**config.mk**
```make
export PLATFORM = sky130hd
export DESIGN_NAME = ring_fifo
export DESIGN_NICKNAME = d
export VERILOG_FILES = /design/src/rtl/fifo_pkg.sv /design/src/rtl/fifo_mem.sv /design/src/rtl/ring_fifo.sv
export SDC_FILE = /design/constraint.sdc
export NUM_CORES = 1
export LEC_CHECK = 0
export ABC_AREA = 1
export CAP_MARGIN = 20
export CORE_ASPECT_RATIO = 1.5
export CORE_MARGIN = 2
export CORE_UTILIZATION = 50
export DETAILED_ROUTE_END_ITERATION = 12
export GPL_TIMING_DRIVEN = 0
export PLACE_DENSITY = 0.69
export SLEW_MARGIN = 20
export SYNTH_ARGS = -nofsm -noshare
export SYNTH_HDL_FRONTEND = slang
export SYNTH_SLANG_ARGS = --single-unit
```
**constraint.sdc**
```tcl
create_clock -name clk -period 2.2 [get_ports clk]
set_clock_uncertainty 0.05 [all_clocks]
set_input_delay 0.66 -clock clk [delete_from_list [all_inputs] [get_ports clk]]
set_output_delay 0.66 -clock clk [all_outputs]
set_load 0.005 [all_outputs]
```
**src/rtl/fifo_pkg.sv**
```systemverilog
`default_nettype none
// ============================================================================
// Module      : fifo_pkg
// Description : Shared types and width/pointer helpers for the FIFO family.
// Revision    : 1.0 - initial release
// ============================================================================
package fifo_pkg;

    typedef enum logic [1:0] {
        ERR_NONE = 2'd0,
        ERR_OVF  = 2'd1,
        ERR_UDF  = 2'd2
    } fifo_err_e;

    function automatic int cnt_w(input int depth);
        return $clog2(depth + 1);
    endfunction

    function automatic int ptr_w(input int depth);
        return (depth > 1) ? $clog2(depth) : 1;
    endfunction

    // Wrap by compare so non-power-of-2 depths work.
    function automatic int ptr_next(input int ptr, input int depth);
        return (ptr >= depth - 1) ? 0 : ptr + 1;
    endfunction

endpackage
`default_nettype wire

```
**src/rtl/fifo_mem.sv**
```systemverilog
`default_nettype none
// ============================================================================
// Module      : fifo_mem
// Description : Simple dual-port register array, combinational read, no reset.
// Revision    : 1.0 - initial release
// ============================================================================
module fifo_mem #(
    parameter int WIDTH = 8,
    parameter int DEPTH = 32,
    parameter int AW    = 5
) (
    input  logic             clk,
    input  logic             we,
    input  logic [AW-1:0]    waddr,
    input  logic [WIDTH-1:0] wdata,
    input  logic [AW-1:0]    raddr,
    output logic [WIDTH-1:0] rdata
);

    logic [WIDTH-1:0] r_mem [DEPTH];

    always_ff @(posedge clk) begin
        if (we) begin
            r_mem[waddr] <= wdata;
        end
    end

    assign rdata = r_mem[raddr];

endmodule
`default_nettype wire

```
**src/rtl/ring_fifo.sv**
```systemverilog
`default_nettype none
// ============================================================================
// Module      : ring_fifo
// Description : Circular-buffer FIFO with count, thresholds and error pulses.
//               Define RING_FIFO_FWFT_EN for first-word-fall-through output.
// Revision    : 1.0 - initial release
// ============================================================================
module ring_fifo
    import fifo_pkg::*;
#(
    parameter int WIDTH  = 8,
    parameter int DEPTH  = 32,
    parameter int AF_LVL = DEPTH - 1,
    parameter int AE_LVL = 1,
    parameter int CNT    = cnt_w(DEPTH)
) (
    input  logic             clk,
    input  logic             rstn,
    input  logic             push,
    input  logic [WIDTH-1:0] din,
    input  logic             pop,
    output logic [WIDTH-1:0] dout,
    output logic             full,
    output logic             a_full,
    output logic             empty,
    output logic             a_empty,
    output logic [CNT-1:0]   count,
    output logic             overflow,
    output logic             underflow
);

    localparam int             PW       = ptr_w(DEPTH);
    localparam logic [CNT-1:0] c_depth  = CNT'(DEPTH);
    localparam logic [CNT-1:0] c_af_lvl = CNT'(AF_LVL);
    localparam logic [CNT-1:0] c_ae_lvl = CNT'(AE_LVL);

    logic [PW-1:0]    r_wr_ptr;
    logic [PW-1:0]    r_rd_ptr;
    logic [PW-1:0]    w_wr_ptr_nxt;
    logic [PW-1:0]    w_rd_ptr_nxt;
    logic [PW-1:0]    w_raddr;
    logic [CNT-1:0]   r_count;
    logic [CNT-1:0]   w_count_nxt;
    logic [WIDTH-1:0] r_dout;
    logic [WIDTH-1:0] w_dout_nxt;
    logic [WIDTH-1:0] w_rdata;
    logic             w_dout_ld;
    logic             w_pop_ok;
    logic             w_push_ok;
    fifo_err_e        r_err;
    fifo_err_e        w_err_nxt;

    assign full    = (r_count == c_depth);
    assign empty   = (r_count == '0);
    assign a_full  = (r_count >= c_af_lvl);
    assign a_empty = (r_count <= c_ae_lvl);
    assign count   = r_count;
    assign dout    = r_dout;

    assign overflow  = (r_err == ERR_OVF);
    assign underflow = (r_err == ERR_UDF);

    assign w_pop_ok     = pop & ~empty;
    assign w_push_ok    = push & (~full | w_pop_ok);
    assign w_wr_ptr_nxt = PW'(ptr_next(int'(r_wr_ptr), DEPTH));
    assign w_rd_ptr_nxt = PW'(ptr_next(int'(r_rd_ptr), DEPTH));

    always_comb begin
        w_count_nxt = r_count;
        if (w_push_ok && !w_pop_ok) begin
            w_count_nxt = r_count + CNT'(1);
        end else if (!w_push_ok && w_pop_ok) begin
            w_count_nxt = r_count - CNT'(1);
        end

        w_err_nxt = ERR_NONE;
        if (push && !w_push_ok) begin
            w_err_nxt = ERR_OVF;
        end else if (pop && !w_pop_ok) begin
            w_err_nxt = ERR_UDF;
        end
    end

`ifdef RING_FIFO_FWFT_EN
    // Preload whatever will be the head after this edge; if that slot is being
    // written now the array does not have it yet, so take it from din.
    assign w_raddr    = w_pop_ok ? w_rd_ptr_nxt : r_rd_ptr;
    assign w_dout_ld  = (w_count_nxt != '0);
    assign w_dout_nxt = (w_push_ok && (w_raddr == r_wr_ptr)) ? din : w_rdata;
`else
    assign w_raddr    = r_rd_ptr;
    assign w_dout_ld  = w_pop_ok;
    assign w_dout_nxt = w_rdata;
`endif

    always_ff @(posedge clk or negedge rstn) begin
        if (!rstn) begin
            r_wr_ptr <= '0;
            r_rd_ptr <= '0;
            r_count  <= '0;
            r_dout   <= '0;
            r_err    <= ERR_NONE;
        end else begin
            if (w_push_ok) begin
                r_wr_ptr <= w_wr_ptr_nxt;
            end
            if (w_pop_ok) begin
                r_rd_ptr <= w_rd_ptr_nxt;
            end
            if (w_dout_ld) begin
                r_dout <= w_dout_nxt;
            end
            r_count <= w_count_nxt;
            r_err   <= w_err_nxt;
        end
    end

    fifo_mem #(
        .WIDTH (WIDTH),
        .DEPTH (DEPTH),
        .AW    (PW)
    ) u_mem (
        .clk   (clk),
        .we    (w_push_ok),
        .waddr (r_wr_ptr),
        .wdata (din),
        .raddr (w_raddr),
        .rdata (w_rdata)
    );

endmodule
`default_nettype wire

```
Word-level counts from Yosys, hierarchy flattened:

Memory sizes are Yosys's and may differ from the RTL's. A register that Yosys moved wholly into a read port is not among the register bits.
Index checks and enable logic that the tools add are counted.

* flip-flop bits (word level): 18
* bits in latches: 0
* RAM bits: 256
* bits in read-only memories: 0
* input bits: 12
* logic and storage cells: 38
* memories kept: 1

* $add $sub $neg: 4
* multiply operators: 0
* divide/modulo/power cells: 0
* magnitude comparators: 4
* equality and inequality tests: 3
* shift operators: 0
* muxes and demuxes: 8
* bitwise gates (word level): 5
* reductions and logical operators: 9

Memories
* u_mem.r_mem: depth 32, bits a word 8, rd ports 1, clocked after Yosys merged registers in 1, write ports 1, RTL line fifo_mem.sv:20 `logic [WIDTH-1:0] r_mem [DEPTH];`

Operators by type and width (number)
* $mux W6: 2
* $add A5 B1 Y5 const B: 2
* $ge A5 B5 Y1 const B: 2
* $mux W5: 2
* $add A6 B1 Y6 const B: 1
* $eq A6 B6 Y1 const B: 1
* $ge A6 B5 Y1 const B: 1
* $le A6 B1 Y1 const B: 1
* $logic_not A6 Y1: 1
* $sub A6 B1 Y6 const B: 1
* $logic_and A1 B1 Y1: 4
* $mux W2: 2
* $logic_not A1 Y1: 3
* $and A1 B1 Y1: 2
* $eq A2 B1 Y1 const B: 1
* $eq A2 B2 Y1 const B: 1
* $mux W1: 2
* $not A1 Y1: 2
* $reduce_bool A2 Y1: 1
* $or A1 B1 Y1: 1

Logic depth before layout (Yosys ltp):

Gate-level depths: netlist of the first run.

* depth after elaboration: 9
* mapped depth: 14
* depth with buffers taken out: 12

By module:

A second synthesis of the first run with hierarchy kept.

* cells, all modules: 1092
* area total of the unflattened synthesis: 12061.6 um^2

Modules (own cells, without submodules)
* fifo_mem: times used 1, cells each 914, area each 10626.4 um^2, sequential area each 7687.4 um^2
* ring_fifo: times used 1, cells each 178, area each 1435.1 um^2, sequential area each 650.6 um^2

Worst setup path after synthesis of the first run:

OpenSTA, ideal clock, no wires.

* kind: reg2reg
* start: register r_count[0] (netlist: count[0])
* end: register r_count[5] (netlist: count[5])
* arrival time: 2048 ps
* data required time: 2029 ps
* setup slack: -19 ps
* cell stages (with the launch flop): 11
* path buffers: 1
* cell sequence: dfrtp_1 > inv_1 > ha_1 > nand4_2 > nor2_2 > nor2_2 > buf_4 > ha_1 > a211oi_1 > nand2_1 > xor2_1

* longest elaborated chain between the ends: 8

RTL lines
* from (decl): RTL line ring_fifo.sv:42 `logic [CNT-1:0] r_count;`
* from (signal assigned): RTL line ring_fifo.sv:113 `r_count <= w_count_nxt;`
* $logic_not A6 Y1: RTL line ring_fifo.sv:54 `assign empty = (r_count == '0);`
* $not A1 Y1: RTL line ring_fifo.sv:63 `assign w_pop_ok = pop & ~empty;`
* $and A1 B1 Y1: RTL line ring_fifo.sv:63
* $or A1 B1 Y1 *: RTL line ring_fifo.sv:64 `assign w_push_ok = push & (~full | w_pop_ok);`
* $and A1 B1 Y1 *: RTL line ring_fifo.sv:64
* via u_mem.we: RTL line fifo_mem.sv:13 `input logic we,`
* $logic_not A1 Y1: RTL line ring_fifo.sv:72 `end else if (!w_push_ok && w_pop_ok) begin`
* $logic_and A1 B1 Y1: RTL line ring_fifo.sv:72
* $reduce_bool A2 Y1 (no line)

Mark *: on every way through the listed nets, which the timed path passes. The rest lies on a longest branch. The select of a mux whose other input is x is not followed.
A chain may end at the register's enable or synchronous reset.

Final worst setup path of the first run:

* start: register r_count[1] (netlist: count[1])
* end: output port a_full

* longest elaborated chain between the ends: 1

RTL lines
* $ge A6 B5 Y1: RTL line ring_fifo.sv:55 `assign a_full = (r_count >= c_af_lvl);`
* to (decl): RTL line ring_fifo.sv:24 `output logic a_full,`

Every way passes these cells.

==> metrics, run 1 <==
Die Ht=198 um; per-cell routed wire length=20.8 um; Synth Area per Inst=10.5 sq um; n_diodes=0; global route total overflow=0; combinational share of power=37.3%; PD cells=1190 nW/um^2; worst slew pin tran=0.760 ns; gp weighted congestion=0.951; Layout Area Growth over Synthesis=17.2%; reg2reg start=count[2]; worst reg2reg path depth=11; number of cells on the critical path=6; first-pass GRT wire length=49,900 um; hpwl dp=23,200 um; Int Pwr=0.0111 W; Worst Setup End Kind=output pin; share of post-route cells with drive strength above 1=15.2%; final count of hold timing violations=0; Fill cells=2,008; largest net degree at the start of global routing=33; final worst slack=-0.105 ns; cts bufs inserted=25; core area=25,000 sq um; Critical Path AT=1.59 ns; Critical-path top delay cell=dfrtp_1; most frequent cells in the layout=nand2_1, edfxtp_1, nand3_1, inv_1, or2_1; Post-Syn Area=12,600 sq um; row count=71; CP top delay family=flip-flops; Syn Nets=1,223; initial core utilization=50.5%; register share of total power=37.0%; Critical Path RT=1.49 ns; clk sinks=282; area of the die=26,500 sq um; Warnings, synthesis=0; start point of the critical path=count[1]; peak supply drop=0.937 mV; post-synthesis sequential element count=282; clk buf depth=3; most common cell after layout, fill and taps aside=nand2_1; P_leak=6.13 nW; Multi-input gate area=3490 sq um; port buffer count=31; Top-Level Pins=32; Max Clk Rate=434 MHz; GR Util All Layers=25.9%; initial antenna violation count=0; worst path bufs/invs=3; htree depth=1; maxcap violations=0; Startpoint Class=flop; drt total wl=34,000 um; die width=134 um; clock latency on the worst-skew pair=0.52 ns; Via density=5.31; vias in the first global route=8,456; Detail Route Antenna Nets=0; CP peak stage delay=0.41 ns; final slew viol count=0; Sw Ratio=36.8%; # DRC=0; CTS tree=yes; share of the yosys chip area belonging to registers=66.2%; Worst Hold Class=in2async; CTS clk-pin slew, worst paths=0.07 ns; post-synth cell types=31; First DRT Iteration DRCs=845; period utilisation layout=105%; via count=8,670; Post-Synthesis Cells=1,199; max_slew headroom=49.4%; worst-path cell chain=buf_4 > buf_6 > ha_4 > nand3_4 > o21ai_2 > buf_2; reg2reg end=count[5]; NetSw=0.00647 W; Sequential cell area=8340 sq um; status=finished, violations left; Setup WS pre-CTS=-0.883 ns; final setup fails=6; min cycle time layout=2.30 ns; Critical Path End=a_full; failing checks=setup timing; r2r setup slk=-0.02 ns; Clock power frac=25.7%; critical path class=reg2out; Root Buffer=clkbuf_16; DR pass1 iterations=5; unrepaired setup endpoints after global routing=true; WHS=0.132 ns; CP Max Fanout=3; # nets final=1,311
-- routing by layer --
metal,GRT usage [%],up-vias,share of wire [%]
met5,0,-,0
met4,14.1,0,5.9
met3,2.62,91,4.9
met2,48.0,305,54
met1,29.1,4171,36
li1,-,4103,-
-- layout make-up --
type,instances,share of cell area (%)
buffer,57,2.45
clock buffer,33,4.64
clock inverter,12,1.07
inverter,203,5.18
multi-input combinational,656,23.6
sequential,282,56.5
tap,328,2.78
timing repair buffer,62,3.78
-- flip-flops by register name (all words and copies together), names as in the netlist --
| register | cells |
|---|---|
| r_wr_ptr | 5 |
| dout | 8 |
| u_mem.r_mem | 256 |
| r_rd_ptr | 5 |
| r_err | 2 |
| count | 6 |
-- kinds of logic (layout without fill, tap and decap cells) --
kind of cell,count (synthesis),count (layout),synth area share [%]
compound gates,27,27,1.66
xor+xnor,8,8,0.556
fa+ha+maj,12,12,1.19
buf+inv,261,367,8.84
flops,282,282,66.2
simple gates,609,609,21.6
-- power by group through the flow --
stage,logic [W],clock network (W),registers [W]
after detailed placement,0.00578,0,0.00664
after global placement,0.00572,0,0.00665
after CTS,0.00619,0.00456,0.00652
after global routing,0.00698,0.00476,0.00656
after floorplan,0.00353,0,0.00661
final,0.00657,0.00452,0.00652
-- worst min-delay path by stage --
| stage | end | slack [ns] |
|---|---|---|
| after floorplan | count[0] | 0.31 |
| after global placement | dout[6] | 0.42 |
| after detailed placement | dout[0] | 0.42 |
| after CTS | dout[6] | 0.13 |
| after global routing | r_wr_ptr[2] | 0.16 |
| final | dout[6] | 0.13 |
-- stage by stage --
stage / cell area (sq um) / total power (W) / std cells / utilization, % / setup TNS (ns)
after floorplan: 12600 / 0.0101 / 1199 / - / -0.000346
after global placement: 13300 / 0.0124 / 1558 / 53.4 / -288.32
after detailed placement: 13300 / 0.0124 / 1560 / 53.4 / -184.67
after CTS: 14500 / 0.0173 / 1620 / 58.1 / -12.50
after global routing: 14800 / 0.0183 / 1633 / 59.2 / -0.708
final: 14800 / 0.0176 / 1633 / 59.2 / -0.296
-- worst register-to-register path, stage by stage (launching register included) --
cell and delay (ns):
dfrtp_2 0.43, nor2_4 0.14, buf_4 0.14, nand4_4 0.13
nor2_4 0.18, nor2_4 0.07, buf_6 0.12, ha_4 0.18
buf_6 0.12, a211oi_4 0.27, nand2_1 0.11, xor2_1 0.16
-- cell usage after synthesis (all sizes together) --
| master | number | share of area [%] |
|---|---|---|
| a22oi | 1 | 0.099 |
| inv | 200 | 6.0 |
| a211oi | 1 | 0.060 |
| a31oi | 1 | 0.050 |
| clkbuf | 9 | 0.27 |
| o21ai | 11 | 0.44 |
| ha | 12 | 1.2 |
| nand4 | 1 | 0.099 |
| buf | 49 | 2.5 |
| clkinv | 3 | 0.089 |
| xnor2 | 1 | 0.070 |
| edfxtp | 256 | 61 |
| o211ai | 8 | 0.79 |
| nor2 | 49 | 1.5 |
| o21a | 1 | 0.060 |
| a21oi | 4 | 0.16 |
| xor2 | 7 | 0.49 |
| nand2 | 277 | 8.3 |
| dfrtp | 26 | 5.2 |
| or2 | 40 | 2.0 |
| nor3 | 3 | 0.16 |
| nand3 | 239 | 9.5 |
-- what timing repair did --
item / in CTS / in global routing
buffers inserted: 16 / 13
endpoints found under the setup margin: 272 / 156
resized for setup: 90 / 40
pin swaps: 10 / 12
endpoints found under the hold margin: 0 / 0
hold buffers: 0 / 0
No activity file was read; power rests on OpenSTA's default activity.
==> run 2: changes to the inputs <==
Settings changed: MAX_ROUTING_LAYER set to met4.
==> run 2 against run 1 <==
The flow still finishes with violations (setup timing). Register-to-register slack worse by 0.07 ns. Power is 2.4% higher. Sequential cell count stayed put. Via count is 0.63% higher. Combinational power is 2% higher. Hold slack worse by 0.020 ns. Design area is 0.86% higher. Die area stayed put. Critical endpoint is now a_empty.
==> metrics, run 2 (synthesized netlist as in run 1, its figures left out) <==
first-pass GRT wire length=51,200 um (+2.7%); Fill cells=1,981 (-1.3%); Worst Hold Class=in2async; reg2reg start=count[0]; Layout Area Growth over Synthesis=18.2%; core area=25,000 sq um (unchanged); largest net degree at the start of global routing=33 (unchanged); row count=71 (unchanged); gp weighted congestion=1.00 (+5.5%); area of the die=26,500 sq um (unchanged); peak supply drop=0.854 mV (-8.9%); Post-Place Cell Area=13,300 sq um (-0.36%); PD cells=1210 nW/um^2 (+1.5%); critical path class=reg2out; DR pass1 iterations=5 (unchanged); drt total wl=35,300 um (+3.7%); clk buf depth=3 (unchanged); CTS clk-pin slew, worst paths=0.07 ns (about the same); WHS=0.112 ns (-0.0199 ns); port buffer count=31 (unchanged); unrepaired setup endpoints after global routing=true; Via density=5.32 (+0.14%); Largest register FFs=256 (unchanged); CP Max Fanout=2 (-1); Top-Level Pins=32 (unchanged); period utilisation layout=105% (+0.69 points); Critical Path AT=1.61 ns (+0.02 ns); clock latency on the worst-skew pair=0.55 ns (+0.03 ns); max_slew headroom=47.4% (-2.0 points); start point of the critical path=count[1]; share of post-route cells with drive strength above 1=16.2% (+1.0 points); initial antenna violation count=0 (unchanged); n_diodes=0 (unchanged); final slew viol count=0 (unchanged); failing checks=setup timing; hpwl dp=23,300 um (+0.65%); most frequent cells in the layout=nand2_1, edfxtp_1, nand3_1, inv_1, or2_1; P_leak=6.16 nW (+0.63%); Startpoint Class=flop; final count of hold timing violations=0 (unchanged); Critical-path top delay cell=dfrtp_1; CP peak stage delay=0.38 ns (-0.03 ns); via count=8,725 (+0.63%); CTS hold repair buffers=0 (unchanged); Max Clk Rate=431 MHz (-0.66%); Root Buffer=clkbuf_16; worst reg2reg path depth=15 (+4); total negative setup slack=-0.443 ns (-0.146 ns); status=finished, violations left; vias in the first global route=8,437 (-0.22%); global route total overflow=0 (unchanged); final setup fails=7 (+1); worst slew pin tran=0.789 ns (+0.0293 ns); Total Power=0.0180 W (+2.4%); worst-path cell chain=inv_2 > buf_4 > ha_2 > o21a_1 > buf_2; initial core utilization=50.5% (unchanged); most common cell after layout, fill and taps aside=nand2_1; reg2reg end=count[4]; min cycle time layout=2.32 ns (+0.0153 ns); Critical Path RT=1.49 ns (about the same); die width=134 um (unchanged); maxcap violations=0 (unchanged); # nets final=1,318 (+0.53%); final worst slack=-0.120 ns (-0.0153 ns); Critical Path End=a_empty; htree depth=1 (unchanged); post-route cell area=14,900 sq um (+0.86%); GR Util All Layers=27.6% (+1.7 points); cts bufs inserted=25 (unchanged); clk sinks=282 (unchanged); Most flops, register=u_mem.r_mem; per-cell routed wire length=21.5 um (+3.1%); CTS tree=yes; Worst Setup End Kind=output pin; First DRT Iteration DRCs=827 (-2.1%); Die Ht=198 um (unchanged); Detail Route Antenna Nets=0 (unchanged); r2r setup slk=-0.09 ns (-0.07 ns); # DRC=0 (unchanged)
-- run 2: how the worst min path moves through the flow --
stage	from	endpoint	slack [ns]	cells after the start
CTS	rstn	r_err[0]	0.11	1
detailed placement	dout[4]	dout[4]	0.42	2
floorplan	rstn	count[0]	0.31	0
finish	rstn	count[3]	0.11	1
global placement	dout[5]	dout[5]	0.42	2
global route	rstn	count[3]	0.14	1
-- run 2: layout make-up --
type	count	area, sq um	area share, %
plain buffers	57	353	2.37
repair buffers	69	592	3.97
flip-flops and latches	282	8340	56.0
clock inverters	10	181	1.22
well taps	328	410	2.76
inverters	203	767	5.15
multi-input cells	656	3530	23.7
clock buffers	36	717	4.81
-- run 2: stage by stage --
step / utilization [%] / worst slack, ns / cells
floorplan: - / -0.000346 / 1199
global placement: 53.4 / -0.858 / 1558
detailed placement: 53.2 / -0.919 / 1558
CTS: 58.2 / -0.181 / 1628
global route: 59.7 / -0.208 / 1641
finish: 59.7 / -0.120 / 1641
-- run 2: layer usage --
layer  part of all wire [%]  up-vias  global-route usage (%)
met2                     54      299                    49.7
met4                    5.3        0                    13.7
met1                     37     4226                    30.9
li1                       -     4106                       -
met5                      0        -                       -
met3                    3.9       94                    2.22
-- run 2: what timing repair did --
action                                  4_1_cts  5_1_grt
endpoints found under the setup margin      271      234
setup buffers                                24       14
pin swaps                                     7       19
gates resized for setup                      87       60
cloned                                        0        0
-- run 2: critical path: cells and delay by family, from the launching register on --
kind | cells | cell delay [ns]
buffers and inverters | 3 | 0.33
adder cells (fa/ha/maj) | 1 | 0.18
AO/OA/AOI/OAI | 1 | 0.17
flip-flops | 1 | 0.38
-- run 2: report_power, final --
part | internal, W | switching, W
Clock | 0.00286 | 0.00195
Combinational | 0.00222 | 0.00448
Sequential | 0.00631 | 0.000218
==> run 3: changes to the inputs <==
Settings changed: CTS_CLUSTER_SIZE set to 24.
Clock period 2.2 ns to 1.9 ns, I/O delays scaled along.
==> run 3 against run 2 <==
The run still ends with setup timing left. Register-to-register slack worse by 0.18 ns. Utilization is 2.7 points higher. Die area stayed put. Combinational power is 24% higher. Worst setup slack worse by 0.28 ns. Design area is 4.5% higher. Critical path type unchanged.
==> metrics, run 3 (synthesized netlist as in run 1, its figures left out) <==
status=finished, violations left; failing checks=setup timing; htree depth=1 (unchanged); CTS tree=yes; Sw Ratio=36.8% (-0.12 points); Via density=5.44 (+2.4%); Worst Hold Class=in2async; first-pass GRT wire length=51,900 um (+1.3%); clock latency on the worst-skew pair=0.55 ns (about the same); n_diodes=0 (unchanged); Worst Setup End Kind=output pin; most common cell after layout, fill and taps aside=nand2_1; min cycle time layout=2.30 ns; final slew viol count=0 (unchanged); max_slew headroom=48.3% (+0.92 points); Startpoint Class=flop; final count of hold timing violations=0 (unchanged); placed cells=1,560 (+0.13%); r2r setup slk=-0.27 ns (-0.18 ns); clk sinks=282 (unchanged); clk buf depth=3 (unchanged); area of the die=26,500 sq um (unchanged); PD cells=1370 nW/um^2 (+13%); Clock power frac=25.7% (-1.0 points); First DRT Iteration DRCs=1,100 (+33%); final setup fails=132 (+125); initial antenna violation count=0 (unchanged); gp weighted congestion=1.00 (about the same); per-cell routed wire length=21.0 um (-2.3%); Top-Level Pins=32 (unchanged); via count=9,078 (+4.0%); GR Util All Layers=27.3% (-0.24 points); combinational share of power=38.9% (+1.7 points); CTS clk-pin slew, worst paths=0.07 ns (about the same); fin cells=1,668 (+1.6%); CTS hold repair buffers=0 (unchanged); Detail Route Antenna Nets=0 (unchanged); peak supply drop=1.08 mV (+26%); CP Max Fanout=2 (unchanged); hpwl dp=22,100 um (-5.2%); Post-Place Cell Area=13,400 sq um (+0.88%); final worst slack=-0.402 ns (-0.282 ns); Int Pwr=0.0135 W (+19%); global route total overflow=0 (unchanged); critical path class=reg2out; die width=134 um (unchanged); Critical Path AT=1.68 ns (+0.07 ns); port buffer count=31 (unchanged); Critical Path RT=1.28 ns (-0.21 ns); post-route cell area=15,600 sq um (+4.5%); most frequent cells in the layout=nand2_1, edfxtp_1, nand3_1, inv_1; share of post-route cells with drive strength above 1=20.1% (+3.9 points); drt total wl=35,100 um (-0.66%); register share of total power=35.4% (-0.8 points); # nets final=1,345 (+2.0%); initial core utilization=50.5% (unchanged); worst slew pin tran=0.775 ns (-0.0138 ns); NetSw=0.00786 W (+18%); Largest register FFs=256 (unchanged); DR pass1 iterations=5 (unchanged); row count=71 (unchanged); total negative setup slack=-13.58 ns (-13.14 ns); # DRC=0 (unchanged); Root Buffer=clkbuf_16; Die Ht=198 um (unchanged); Most flops, register=u_mem.r_mem; cts bufs inserted=26 (+4.0%); Layout Area Growth over Synthesis=23.5%; largest net degree at the start of global routing=33 (unchanged); Max Clk Rate=434 MHz; unrepaired setup endpoints after global routing=true; P_leak=6.44 nW (+4.5%); maxcap violations=0 (unchanged); core area=25,000 sq um (unchanged); vias in the first global route=8,855 (+5.0%); Setup WS pre-CTS=-1.08 ns (-0.162 ns); worst reg2reg path depth=15 (unchanged); period utilisation layout=121%; Total Power=0.0214 W (+19%)
## run 3: cell types whose count changed in the layout (fill, tap and decap cells not counted), moves of 5 or more
cell and change:
clkdlybuf4s50_1 -7, nor2_4 +5, clkbuf_4 +6, clkbuf_1 -5, buf_6 +20, nand3_1 -9
buf_2 -9, o21ai_0 -7, buf_12 +16, nand3_2 +10
## run 3: timing repair
item | CTS | global route
cloned | 0 | 1
buffers inserted | 50 | 20
pin swaps | 32 | 36
resized for setup | 163 | 87
endpoints found under the setup margin | 289 | 267
## run 3: area by class of cell
type	count	area (sq um)
Clock inverter	10	155
Fill cell	1876	9400
Multi-Input combinational cell	657	3660
Buffer	57	449
Sequential cell	282	8340
Tap cell	328	410
Clock buffer	37	743
Inverter	203	773
Timing Repair Buffer	94	1030
## run 3: worst paths after layout
path,startpoint,endpoint
setup / recovery,count[3],a_empty
hold / removal,rstn,r_wr_ptr[3]
setup reg to reg,count[3],count[4]
min in group clk,din[5],u_mem.r_mem[1][5]
max in group asynchronous,rstn,count[1]
hold reg to reg,dout[1],dout[1]
## run 3: worst max-delay path, cell delays in order, from the launching register on
cell and delay (ns):
dfrtp_2 0.44, nor2_4 0.15, nand2_2 0.08, nor2_4 0.11, buf_4 0.13, o21a_1 0.11, buf_2 0.11
## run 3: stage by stage
step | hold slack [ns] | util [%]
2_1_floorplan | 0.224 | -
3_3_place_gp | 0.415 | 53.7
3_5_place_dp | 0.422 | 53.7
4_1_cts | 0.00640 | 60.9
5_1_grt | 0.0564 | 62.4
6_report | 0.0173 | 62.4
## run 3: routing by layer
layer / part of all wire, % / GRT usage [%]
met1: 35 / 30.6
met2: 52 / 48.0
met3: 6.2 / 2.98
met4: 6.2 / 14.9
met5: 0 / -
## run 3: power by group through the flow
stage | clock network, W | registers (W) | logic [W]
after floorplan | 0 | 0.00767 | 0.00415
after global placement | 0 | 0.00772 | 0.00663
after detailed placement | 0 | 0.00772 | 0.00671
after CTS | 0.00555 | 0.00755 | 0.00765
after global routing | 0.00577 | 0.00762 | 0.00885
final | 0.00550 | 0.00758 | 0.00832
